==> src/rtl/spectro_fifo_writer.sv <==
// -----------------------------------------------------------------------------
// spectro_fifo_writer
//
// Producer side of the four spectrometer channel FIFOs. A raster stream of
// 10-bit pixels is split, one row at a time, across channels 0-3 in the
// interleaved kernel order that the binning block expects on the read side.
//
// Column col is split into group g = col/8 and offset o = col%8. Offsets
// 2k and 2k+1 form a pair, and both pixels of a pair go to the same channel:
//   even group : channel k,     written in ascending order  (o=2k, then 2k+1)
//   odd group  : channel 3-k,   written in descending order (o=2k+1, then 2k)
// This way every channel receives exactly two words per group.
//
// Ports
//   clk                        single clock domain
//   RST                        synchronous, active-high reset
//   pix_data / pix_valid       pixel sample and its valid strobe
//   pix_sol                    start-of-line, only meaningful on a valid beat
//   pix_ready                  block accepts a pixel this cycle
//   spectroChannelN_DATA       write data to FIFO N (held when not writing)
//   spectroChannelN_FIFO_WR    write strobe to FIFO N
//   spectroChannelN_FIFO_FULL  FIFO N full, suppresses writes to it
//   row_count                  completed rows, wraps modulo 2^ROW_CNT_W
//   sync_err                   one-cycle pulse on a misplaced start-of-line
// -----------------------------------------------------------------------------
module spectro_fifo_writer #(
  parameter int ROW_PIXELS = 1280,
  parameter int ROW_CNT_W  = 16
) (
  input  logic                 clk,
  input  logic                 RST,
  input  logic [9:0]           pix_data,
  input  logic                 pix_valid,
  input  logic                 pix_sol,
  output logic                 pix_ready,
  output logic [9:0]           spectroChannel0_DATA,
  output logic                 spectroChannel0_FIFO_WR,
  input  logic                 spectroChannel0_FIFO_FULL,
  output logic [9:0]           spectroChannel1_DATA,
  output logic                 spectroChannel1_FIFO_WR,
  input  logic                 spectroChannel1_FIFO_FULL,
  output logic [9:0]           spectroChannel2_DATA,
  output logic                 spectroChannel2_FIFO_WR,
  input  logic                 spectroChannel2_FIFO_FULL,
  output logic [9:0]           spectroChannel3_DATA,
  output logic                 spectroChannel3_FIFO_WR,
  input  logic                 spectroChannel3_FIFO_FULL,
  output logic [ROW_CNT_W-1:0] row_count,
  output logic                 sync_err
);

  // One extra bit so that bit 3 (group parity) exists even for 8-pixel rows.
  localparam int               COL_W    = $clog2(ROW_PIXELS) + 1;
  localparam logic [COL_W-1:0] COL_LAST = COL_W'(ROW_PIXELS - 1);
  localparam logic [COL_W-1:0] COL_ONE  = COL_W'(1);

  typedef enum logic [1:0] {
    S_FIRST,
    S_SECOND,
    S_DRAIN
  } state_t;

  state_t               state_q, state_d;
  logic [COL_W-1:0]     col_q, col_d;
  logic [9:0]           hold_q, hold_d;
  logic [9:0]           pend_q, pend_d;
  logic [1:0]           pendCh_q, pendCh_d;
  logic [ROW_CNT_W-1:0] rowCount_q, rowCount_d;
  logic                 syncErr_q, syncErr_d;
  logic [3:0][9:0]      dataLast_q, dataLast_d;

  logic [3:0]       full;
  logic [3:0]       wrEn;
  logic [9:0]       wrData;
  logic             ready;
  logic             accept;
  logic             misSol;
  logic             oddGroup;
  logic [1:0]       pairIdx;
  logic [1:0]       pairCh;
  logic [COL_W-1:0] colInc;

  assign full = {spectroChannel3_FIFO_FULL, spectroChannel2_FIFO_FULL,
                 spectroChannel1_FIFO_FULL, spectroChannel0_FIFO_FULL};

  // Group parity and pair index come straight from the column bits; in
  // S_SECOND col_q addresses the second pixel, which shares both with the
  // first pixel of its pair.
  assign oddGroup = col_q[3];
  assign pairIdx  = col_q[2:1];
  assign pairCh   = oddGroup ? (2'd3 - pairIdx) : pairIdx;
  assign colInc   = (col_q == COL_LAST) ? '0 : col_q + COL_ONE;

  // A start-of-line away from column 0 restarts the row.
  assign misSol   = pix_valid && pix_sol && (col_q != '0);

  // Next-state and write decode. Writes are combinational so that the first
  // word of a pair leaves in the same cycle its second pixel is accepted.
  always_comb begin
    state_d    = state_q;
    col_d      = col_q;
    hold_d     = hold_q;
    pend_d     = pend_q;
    pendCh_d   = pendCh_q;
    rowCount_d = rowCount_q;
    syncErr_d  = 1'b0;
    dataLast_d = dataLast_q;
    wrEn       = 4'b0000;
    wrData     = '0;
    ready      = 1'b0;

    unique case (state_q)
      S_FIRST:  ready = 1'b1;
      // A restart never writes, so it is not gated by the pair channel.
      S_SECOND: ready = misSol || !full[pairCh];
      S_DRAIN:  ready = !full[pendCh_q];
      default:  ready = 1'b0;
    endcase

    accept = pix_valid && ready;

    unique case (state_q)
      S_FIRST: begin
        if (accept) begin
          hold_d    = pix_data;
          col_d     = misSol ? COL_ONE : colInc;
          syncErr_d = misSol;
          state_d   = S_SECOND;
        end
      end

      S_SECOND: begin
        if (accept) begin
          if (misSol) begin
            // Unpaired hold is dropped; this pixel becomes column 0.
            hold_d    = pix_data;
            col_d     = COL_ONE;
            syncErr_d = 1'b1;
          end else begin
            wrEn[pairCh] = 1'b1;
            wrData       = oddGroup ? pix_data : hold_q;
            pend_d       = oddGroup ? hold_q : pix_data;
            pendCh_d     = pairCh;
            col_d        = colInc;
            if (col_q == COL_LAST) begin
              rowCount_d = rowCount_q + 1'b1;
            end
            state_d = S_DRAIN;
          end
        end
      end

      S_DRAIN: begin
        // The pending word drains while the next first-of-pair is taken.
        if (!full[pendCh_q]) begin
          wrEn[pendCh_q] = 1'b1;
          wrData         = pend_q;
          if (accept) begin
            hold_d    = pix_data;
            col_d     = misSol ? COL_ONE : colInc;
            syncErr_d = misSol;
            state_d   = S_SECOND;
          end else begin
            state_d = S_FIRST;
          end
        end
      end

      default: state_d = S_FIRST;
    endcase

    for (int c = 0; c < 4; c++) begin
      if (wrEn[c]) begin
        dataLast_d[c] = wrData;
      end
    end
  end

  // State registers with synchronous reset.
  always_ff @(posedge clk) begin
    if (RST) begin
      state_q    <= S_FIRST;
      col_q      <= '0;
      hold_q     <= '0;
      pend_q     <= '0;
      pendCh_q   <= '0;
      rowCount_q <= '0;
      syncErr_q  <= 1'b0;
      dataLast_q <= '0;
    end else begin
      state_q    <= state_d;
      col_q      <= col_d;
      hold_q     <= hold_d;
      pend_q     <= pend_d;
      pendCh_q   <= pendCh_d;
      rowCount_q <= rowCount_d;
      syncErr_q  <= syncErr_d;
      dataLast_q <= dataLast_d;
    end
  end

  // Handshake and FIFO outputs are forced quiet for the whole reset cycle.
  assign pix_ready = ready && !RST;

  assign spectroChannel0_FIFO_WR = wrEn[0] && !RST;
  assign spectroChannel1_FIFO_WR = wrEn[1] && !RST;
  assign spectroChannel2_FIFO_WR = wrEn[2] && !RST;
  assign spectroChannel3_FIFO_WR = wrEn[3] && !RST;

  assign spectroChannel0_DATA = RST ? '0 : (wrEn[0] ? wrData : dataLast_q[0]);
  assign spectroChannel1_DATA = RST ? '0 : (wrEn[1] ? wrData : dataLast_q[1]);
  assign spectroChannel2_DATA = RST ? '0 : (wrEn[2] ? wrData : dataLast_q[2]);
  assign spectroChannel3_DATA = RST ? '0 : (wrEn[3] ? wrData : dataLast_q[3]);

  assign row_count = rowCount_q;
  assign sync_err  = syncErr_q;

endmodule

==> config.mk <==
export PLATFORM = sky130hd
export DESIGN_NAME = spectro_fifo_writer
export DESIGN_NICKNAME = d
export VERILOG_FILES = /design/src/rtl/spectro_fifo_writer.sv
export SDC_FILE = /design/constraint.sdc
export NUM_CORES = 1
export LEC_CHECK = 0
export CAP_MARGIN = 40
export CORE_MARGIN = 1.5
export CORE_UTILIZATION = 58
export CTS_CLUSTER_SIZE = 40
export DETAILED_ROUTE_END_ITERATION = 16
export PLACE_DENSITY = 0.92
export SYNTH_ARGS = -nofsm -noshare
export SYNTH_HDL_FRONTEND = slang
export SYNTH_SLANG_ARGS = --single-unit
==> constraint.sdc <==
create_clock -name clk -period 13.6 [get_ports clk]
set_input_delay 4.08 -clock clk [delete_from_list [all_inputs] [get_ports clk]]
set_output_delay 4.08 -clock clk [all_outputs]
set_load 0.01 [all_outputs]
==> results of run 1 <==
-- routing by layer --
layer / vias to the layer above / share of wire [%]
met1: 2093 / 43
met5: - / 0
met4: 0 / 2.7
met2: 119 / 50
met3: 29 / 4.8
li1: 2075 / -
-- state kept, by name, summed over array words and instances, names as in the netlist --
name	cells
pend_q	10
col_q	12
dataLast_q	40
state_q	2
pendCh_q	2
sync_err	1
row_count	16
hold_q	10
-- worst min-delay path: stages (launching register included) --
cell,delay [ps]
dfxtp_1,310
nand2b_1,80
mux2i_1,70
-- final cells by class --
type,instances,area (um2)
flip-flops and latches,93,1860
well taps,108,135
fillers,620,2490
clock buffers,10,138
clock inverters,6,71.3
inverters,14,52.6
repair buffers,89,873
multi-input cells,407,3010
-- synth_stat cells (all sizes together) (2+ instances only) --
master / count
or4: 4
o31ai: 13
nand3: 8
mux2: 3
xnor2: 14
clkbuf: 27
o21ai: 15
dfxtp: 93
mux2i: 113
buf: 18
and3: 6
o22ai: 2
a21oi: 14
nor4: 11
a211oi: 13
nand2b: 55
nand3b: 4
ha: 9
o21ba: 2
nor2b: 2
nor3b: 4
nor2: 46
or3: 9
a21o: 2
nand2: 26
inv: 14
nor4b: 3
nor3: 12
nand4: 3
a31oi: 2
-- power by group --
group	total, mW	switching [mW]	internal, mW
Combinational	0.193	0.115	0.0776
Clock	0.193	0.101	0.0912
Sequential	0.310	0.0169	0.293
Total	0.695	0.233	0.462
-- logic make-up (layout without fill, tap and decap cells) --
kind of cell	count (synthesis)	count (layout)
xor+xnor	14	14
simple gates	198	198
compound gates	69	69
mux	117	117
buf+inv	59	119
flops	93	93
fa+ha+maj	9	9
-- worst paths after layout --
kind	from	end	slack, ps	cells past startpoint
worst max-delay path	spectroChannel1_FIFO_FULL	spectroChannel0_DATA[8]	1910	9
worst min-delay path	dataLast_q[9]$_SDFF_PP0_	dataLast_q[9]$_SDFF_PP0_	490	2
worst max register to register	col_q[3]$_SDFFE_PP0P_	dataLast_q[0]$_SDFF_PP0_	9740	11
worst min register to register	dataLast_q[9]$_SDFF_PP0_	dataLast_q[9]$_SDFF_PP0_	490	2
-- metrics by stage --
step | util, % | cell area (um2) | instances | worst slack [ps] | hold slack, ps
2_1_floorplan | - | 5120 | 559 | 3650 | 462
3_3_place_gp | 68.3 | 5900 | 708 | 1800 | 469
3_5_place_dp | 68.7 | 5930 | 711 | 1970 | 484
4_1_cts | 71.1 | 6140 | 727 | 1930 | 499
5_1_grt | 71.1 | 6140 | 727 | 1720 | 519
6_report | 71.1 | 6140 | 727 | 1910 | 490
==> results.txt, run 1 <==
Synth Warn #: 0
final WL: 12,000 um
number of global-route vias before repair: 4,272
Compound-Gate Fraction of Synth Area: 9.63%
Synth cell types: 50
clock skew: 15.0 ps
EDFF count, synth: 0
Simple-Gate Fraction of Synth Area: 20.8%
DRT Pass-1 Iters: 4
largest net degree at the start of global routing: 53
P per Cell Area: 113 mW/mm2
CTS HTree Levels: 3
Remaining DRCs: 0
mux share of post-synthesis cell area: 23.3%
first-pass GRT wire length: 19,600 um
synthesized area: 0.00512 mm2
antenna violations before repair: 0
family with the most delay on the worst path: compound AO/OA/AOI/OAI gates
share of cells above drive strength 1: 7.11%
Final GP Congestion: 0.908
CTS buffer count: 9
Hold Vio Cnt, Final: 0
worst skew pair latency: 370 ps
M2 GR Usage: 43.7%
met3 Usage GRT: 4.77%
adder and majority gate portion of the synthesized area: 2.20%
largest cells by area after synthesis: dfxtp_1 36%, mux2i_1 22%, nand2b_1 6.7%, nor2_1 3.4%, xnor2_1 2.2%
Root Driver: clkbuf_8
Main synth FF type: dfxtp_1
synth-to-layout area growth: 20.0%
Peak VDD IR: 68.2 uV
gr usage total: 25.2%
Rows: 34
status: completed
CP max stage cell: o31ai_4
post-synthesis cell count: 559
I/O Pins: 80
most frequent cells in the layout: 112 x mux2i_1, 93 x dfxtp_1, 78 x clkdlybuf4s50_1
leakage: 2.56 nW
total grt overflow: 0
critical path required time: 9520 ps
max incr delay on CP: 850 ps
RSZ-0062 raised after global routing: no
Hold Path Class: reg2reg
Die H: 96.9 um
post-synth top area cell: dfxtp_1
commonest non-fill, non-tap cell in the layout: mux2i_1
overall power: 0.695 mW
most used cell, CP: clkdlybuf4s50_1
post-route antenna net violation count: 0
Via density: 5.94
ANT cells: 0
Total Neg Setup Slack: 0 ps
fmax: 0.0856 GHz
crit-path max FO: 23
met1 Track Usage GR: 30.4%
Die W: 96.9 um
core area: 0.00864 mm2
Crit Path Class: in2out
min cycle time layout: 11,690 ps
max cap viols: 0
total setup buffers inserted after CTS: 0
Synth top area share: 36.4%
# port buffers: 79
XOR/XNOR share of the synthesized area: 2.54%
initial core utilization: 59.3%
max-slew violations: 0
Clock Sinks: 93
Relative slew margins: 37.2%
clk slew on worst S/H paths: 80 ps
Syn Nets: 586
startpoint types: primary input
ys async rst share: 0%
final setup violating endpoints: 0
Worst Path Buf+Inv: 3
dominant combinational cell family by area after synthesis: multiplexers
Final Cycle Share: 85.9%
Seq/Total Area, Yosys: 36.4%
1st-iter DRT viols: 222
Seq cells post-synth: 93
Syn Area/Cell: 9.16 um2
WL per Instance: 16.5 um
# hold bufs at CTS: 0
Resized Gates After CTS: 0
TritonCTS clock tree: built
clk buf depth: 2
gr busiest metal: met2
worst-path cell chain: clkdlybuf4s50_1 > mux2_2 > o221ai_4 > o31ai_4 > nor3_1 > o21ai_2 > buf_8 > mux2i_1 > clkdlybuf4s50_1
crit end category: primary output
Worst EP arrival: 7610 ps
hpwl dp: 8510 um
worst slew pin tran: 942 ps
DIE AREA: 0.00940 mm2
Vias: 4,316
final layout net count: 641
No activity file was read; power rests on OpenSTA's default activity.
==> run 2: changes to the inputs <==
--- a/config.mk
+++ b/config.mk
@@ -6,11 +6,13 @@
 export NUM_CORES = 1
 export LEC_CHECK = 0
 export CAP_MARGIN = 40
+export CORE_ASPECT_RATIO = 0.6
 export CORE_MARGIN = 1.5
 export CORE_UTILIZATION = 58
-export CTS_CLUSTER_SIZE = 40
+export CTS_CLUSTER_SIZE = 10
 export DETAILED_ROUTE_END_ITERATION = 16
 export PLACE_DENSITY = 0.92
+export SLEW_MARGIN = 0
 export SYNTH_ARGS = -nofsm -noshare
 export SYNTH_HDL_FRONTEND = slang
 export SYNTH_SLANG_ARGS = --single-unit
==> run 2 against run 1 <==
Net effect: critical path depth down 1; combinational power up 5%; design area up 2.1%; sequential share of layout area down 0.62 points; via count up 0.46%; critical endpoint is now spectroChannel0_DATA[7]; highest routed layer unchanged.
==> results.txt, run 2 (synthesis results as in run 1) <==
Pint: 0.543 mW (was 0.462 mW)
Design Area, Final: 0.00627 mm2 (was 0.00614 mm2)
max incr delay on CP: 730 ps (was 850 ps)
Remaining DRCs: 0 (unchanged)
max-slew violations: 0 (unchanged)
clock power share: 35.1% (was 27.7%)
startpoint types: primary input (unchanged)
Relative slew margins: 37.9% (was 37.2%)
crit end category: primary output (unchanged)
clock skew: 8.03 ps (was 15.0 ps)
critical path required time: 9520 ps (about the same)
Vias: 4,336 (was 4,316)
# hold bufs at CTS: 0 (unchanged)
worst-path cell chain: clkdlybuf4s50_1 > mux2_2 > o221ai_4 > o31ai_4 > nor3_1 > o21ai_2 > mux2i_1 > clkdlybuf4s50_1 (was clkdlybuf4s50_1 > mux2_2 > o221ai_4 > o31ai_4 > nor3_1 > o21ai_2 > buf_8 > mux2i_1 > clkdlybuf4s50_1)
overall power: 0.787 mW (was 0.695 mW)
Resized Gates After CTS: 0 (unchanged)
fmax: 0.0873 GHz (was 0.0856 GHz)
Psw: 0.244 mW (was 0.233 mW)
Crit Path Class: in2out (unchanged)
P per Cell Area: 125 mW/mm2 (was 113 mW/mm2)
RSZ-0062 raised after global routing: no (unchanged)
1st-iter DRT viols: 395 (was 222)
Seq pwr share: 39.3% (was 44.6%)
final layout net count: 641 (unchanged)
Die H: 75.8 um (was 96.9 um)
WL per Instance: 17.0 um (was 16.5 um)
clk slew on worst S/H paths: 70 ps (was 80 ps)
CTS buffer count: 9 (unchanged)
most flop-heavy register: dataLast_q (unchanged)
hpwl dp: 8870 um (was 8510 um)
final setup violating endpoints: 0 (unchanged)
Worst EP arrival: 7380 ps (was 7610 ps)
worst skew pair latency: 350 ps (was 370 ps)
total setup buffers inserted after CTS: 0 (unchanged)
final WL: 12,400 um (was 12,000 um)
family with the most delay on the worst path: compound AO/OA/AOI/OAI gates (unchanged)
Worst Path Buf+Inv: 2 (was 3)
synth-to-layout area growth: 22.5% (was 20.0%)
total grt overflow: 0 (unchanged)
CP max stage cell: o21ai_2 (was o31ai_4)
status: completed (unchanged)
worst-case reg-to-reg path depth: 10 (was 11)
# placed instances: 715 (was 711)
initial core utilization: 60.1% (was 59.3%)
Clock Sinks: 93 (unchanged)
Total Neg Setup Slack: 0 ps (unchanged)
Hold Startpoint: dataLast_q[6]$_SDFF_PP0_ (was dataLast_q[9]$_SDFF_PP0_)
TritonCTS clock tree: built (unchanged)
Die W: 124 um (was 96.9 um)
DP Area: 0.00594 mm2 (was 0.00593 mm2)
# port buffers: 79 (unchanged)
Peak VDD IR: 86.2 uV (was 68.2 uV)
share of cells above drive strength 1: 7.11% (unchanged)
Via density: 5.93 (was 5.94)
number of global-route vias before repair: 4,002 (was 4,272)
Cell Count, Final, Fillers Out: 731 (was 727)
post-route antenna net violation count: 0 (unchanged)
clk buf depth: 2 (unchanged)
Final Cycle Share: 84.2% (was 85.9%)
I/O Pins: 80 (unchanged)
largest net degree at the start of global routing: 86 (was 53)
Hold Path Depth: 2 (unchanged)
Worst R2R Start: col_q[3]$_SDFFE_PP0P_ (unchanged)
leakage: 2.62 nW (was 2.56 nW)
WP depth: 8 (was 9)
Sw Ratio: 31.0% (was 33.6%)
reg2reg end: dataLast_q[0]$_SDFF_PP0_ (unchanged)
min cycle time layout: 11,460 ps (was 11,690 ps)
flop2flop setup slack: 9970 ps (was 9740 ps)
Comb pwr share: 25.6% (was 27.7%)
CTS HTree Levels: 3 (unchanged)
antenna violations before repair: 0 (unchanged)
DIE AREA: 0.00942 mm2 (was 0.00940 mm2)
gr usage total: 26.3% (was 25.2%)
Hold Path Class: reg2reg (unchanged)
max cap viols: 0 (unchanged)
most frequent cells in the layout: 112 x mux2i_1, 93 x dfxtp_1, 78 x clkdlybuf4s50_1 (unchanged)
core area: 0.00852 mm2 (was 0.00864 mm2)
most used cell, CP: clkdlybuf4s50_1 (unchanged)
first-pass GRT wire length: 19,700 um (was 19,600 um)
Hold Vio Cnt, Final: 0 (unchanged)
ANT cells: 0 (unchanged)
crit-path max FO: 14 (was 23)
Rows: 26 (was 34)
Root Driver: clkbuf_16 (was clkbuf_8)
commonest non-fill, non-tap cell in the layout: mux2i_1 (unchanged)
DRT Pass-1 Iters: 5 (was 4)
Final GP Congestion: 0.933 (was 0.908)
worst slew pin tran: 932 ps (was 942 ps)
hold-critical path endpoint: dataLast_q[6]$_SDFF_PP0_ (was dataLast_q[9]$_SDFF_PP0_)
max reg flops: 40 (unchanged)
==> run 2: routing by layer <==
layer	global-route usage (%)	vias up	wire length (um)
met3	8.29	21	846
met4	7.15	0	181
met2	44.1	161	5700
met1	33.6	2068	5670
li1	-	2086	-
met5	0	-	0
==> run 2: cell type report <==
class / instances / area [um2]
clock buffer: 10 / 239
timing repair buffer: 89 / 872
inverter: 14 / 52.6
multi-input combinational: 407 / 3010
sequential: 93 / 1860
tap: 112 / 140
clock inverter: 6 / 95.1
fill: 577 / 2250
==> run 2: worst max-delay path by stage <==
| stage | startpoint | endpoint |
|---|---|---|
| after floorplan | spectroChannel2_FIFO_FULL | spectroChannel0_DATA[9] |
| after global placement | spectroChannel0_FIFO_FULL | spectroChannel1_DATA[7] |
| after detailed placement | spectroChannel0_FIFO_FULL | spectroChannel0_FIFO_WR |
| after CTS | spectroChannel0_FIFO_FULL | spectroChannel0_FIFO_WR |
| after global routing | spectroChannel0_FIFO_FULL | spectroChannel0_FIFO_WR |
| final | spectroChannel0_FIFO_FULL | spectroChannel0_DATA[7] |
==> run 2: power by group through the flow <==
| stage | sequential, mW | clock, mW | combinational, mW |
|---|---|---|---|
| 4_1_cts | 0.309 | 0.279 | 0.199 |
| 6_report | 0.309 | 0.276 | 0.202 |
| 3_5_place_dp | 0.315 | 0 | 0.199 |
| 2_1_floorplan | 0.311 | 0 | 0.152 |
| 5_1_grt | 0.311 | 0.291 | 0.220 |
| 3_3_place_gp | 0.313 | 0 | 0.186 |
==> run 2: through the flow <==
stage | worst slack [ps] | util, % | hold slack (ps)
final | 2140 | 73.6 | 489
after global placement | 1740 | 69.4 | 471
after detailed placement | 2210 | 69.7 | 482
after floorplan | 3650 | - | 462
after global routing | 1980 | 73.6 | 514
after CTS | 2200 | 73.6 | 491
==> run 2: tightest hold or removal path: stages, from the launching register on <==
cell      delay (ps)
dfxtp_1          300
nand2b_1          80
mux2i_1           70
==> patch: new RTL, flow settings as in run 2 <==
The parameter `ROW_CNT_W` goes from 16 to 32.
--- a/src/rtl/spectro_fifo_writer.sv
+++ b/src/rtl/spectro_fifo_writer.sv
@@ -25,7 +25,7 @@
 // -----------------------------------------------------------------------------
 module spectro_fifo_writer #(
   parameter int ROW_PIXELS = 1280,
-  parameter int ROW_CNT_W  = 16
+  parameter int ROW_CNT_W  = 32
 ) (
   input  logic                 clk,
   input  logic                 RST,
Ports: changed (resized row_count); port bits go from 80 to 96. No check against the original RTL was run, so the function may have changed too.
==> patch against run 2 <==
Worst setup slack worse by 0.25 ns; largest power group unchanged; cell area is 9.6% higher; power is 26% higher; global-route usage is 3.8 points higher; critical endpoint is now spectroChannel3_DATA[3]; sequential cell count is 16 higher; maximum frequency is 2.2% lower; area after synthesis is 8.4% higher; wire length is 21% higher.
==> patch: results <==
run_status:
  status: "complete, no violations"
yosys:
  yosysTopAreaCellShare_pct: 39.3
  yosysSeqAreaShare_pct: 39.3
  ys_warn_count: 0
  synthTopCellsByCount: "dfxtp_1, a211oi_1, nor2_1, a21oi_1, nand2_1"
  ys.flop_type: "dfxtp_1"
  syn-num-nets: 671
  yosysUniqueCellTypes: 53
  synth_area_leaders: "dfxtp_1, a211oi_1, a21oi_1, nor2_1, xnor2_1"
timing:
  worst_pin_slew_ns: 0.963
  clock_skew_ns: 0.00835
detailed_routing:
  firstDrtPassIters: 5
  drt-total-wl_microns: 15000
  post_drt_via_cell_ratio: 6.24
  drt_iter0_markers: 585
critical_path:
  r2r_start: "col_q[3]"
  crit_path_top_delay_cell: "o311a_1"
  r2r_end: "row_count[14]"
  r2r_slack_ns: 9.47
  critPathMaxStageDelay_ns: 0.81
  rr_worst_depth: 10
  cp_max_fo: 24
  arrival_ns: 7.63
clock_network:
  clkLatencyLatePin_ns: 0.36
  htreeDepth: 3
  cts_resized: 0
  path_clk_slew_ns: 0.07
  ctsRootBufferMaster: "clkbuf_16"
  cts_setup_buffers: 0
  numCtsBuffers: 9
layout:
  fin_nets: 739
  nFillCells: 613
  drive_above_1_share_pct: 8.37
  regMostFlops: "dataLast_q"
  antenna_cells: 0
placed_design:
  port_buffers: 95
  post-dp-hpwl_microns: 10200
  gp_congestion: 0.848
  post-place-ws_ns: 1.92
global_route:
  grt_pass1_vias: 4865
  grt_usage_pct: 30.2
  grt_pass1_wl_microns: 24200
  grt_max_degree: 75
hold_path:
  hold_depth: 2
  worstHoldStart: "row_count[16]"
  hold_path_end: "row_count[16]"
pwr:
  ir_drop_uv: 87.1
  leakage_nw: 2.09
## patch: final cells by class
cell class                 instances  share of cell area, %
clock buffer                       9                   3.28
sequential                       109                   31.8
inverter                          17                  0.929
clock inverter                     7                   1.11
timing repair buffer             107                   15.3
tap                              130                   2.37
multi-input combinational        468                   45.2
## patch: kinds of logic after synthesis
group           count (synthesis)  share of synthesized area [%]
compound gates                185                           23.4
xor+xnor                       34                           5.50
fa+ha+maj                       9                           2.03
buf+inv                        67                           4.89
flops                         109                           39.3
mux                            36                           7.15
simple gates                  204                           17.7
## patch: worst max-delay path by stage
| stage | endpoint | from | depth (start not counted) | slack [ns] |
|---|---|---|---|---|
| after global routing | spectroChannel3_DATA[3] | spectroChannel3_FIFO_FULL | 8 | 1.71 |
| final | spectroChannel3_DATA[3] | spectroChannel1_FIFO_FULL | 8 | 1.89 |
| after floorplan | spectroChannel1_DATA[0] | spectroChannel3_FIFO_FULL | 7 | 3.67 |
| after global placement | spectroChannel2_DATA[8] | spectroChannel1_FIFO_FULL | 7 | 1.95 |
| after CTS | spectroChannel3_DATA[3] | spectroChannel1_FIFO_FULL | 8 | 1.91 |
| after detailed placement | spectroChannel3_DATA[3] | spectroChannel1_FIFO_FULL | 8 | 1.92 |
## patch: per-layer routing
metal	vias up	track usage, %	part of all wire (%)
met5	-	0	0
met4	0	7.98	1.3
met3	25	6.74	7.2
met2	209	47.9	46
met1	2552	41.6	45
li1	2500	-	-
## patch: power breakdown
group / internal [mW] / total [mW] / switching, mW
logic: 0.118 / 0.361 / 0.243
clock network: 0.143 / 0.265 / 0.122
registers: 0.348 / 0.367 / 0.0192
total: 0.609 / 0.993 / 0.384
## patch: metrics by stage
| step | std cells | hold slack (ns) | cell area [sq um] | utilization (%) |
|---|---|---|---|---|
| final | 847 | 0.505 | 6870 | 74.5 |
| after global routing | 847 | 0.527 | 6870 | 74.5 |
| after CTS | 846 | 0.504 | 6860 | 74.4 |
| after detailed placement | 830 | 0.492 | 6560 | 71.2 |
| after global placement | 826 | 0.480 | 6520 | 70.7 |
| after floorplan | 644 | 0.478 | 5550 | - |
## patch: critical path, delay by kind of cell
kind	cells	cell delay, ns
AO/OA/AOI/OAI	4	1.82
buffers and inverters	3	1.39
multiplexers	1	0.32
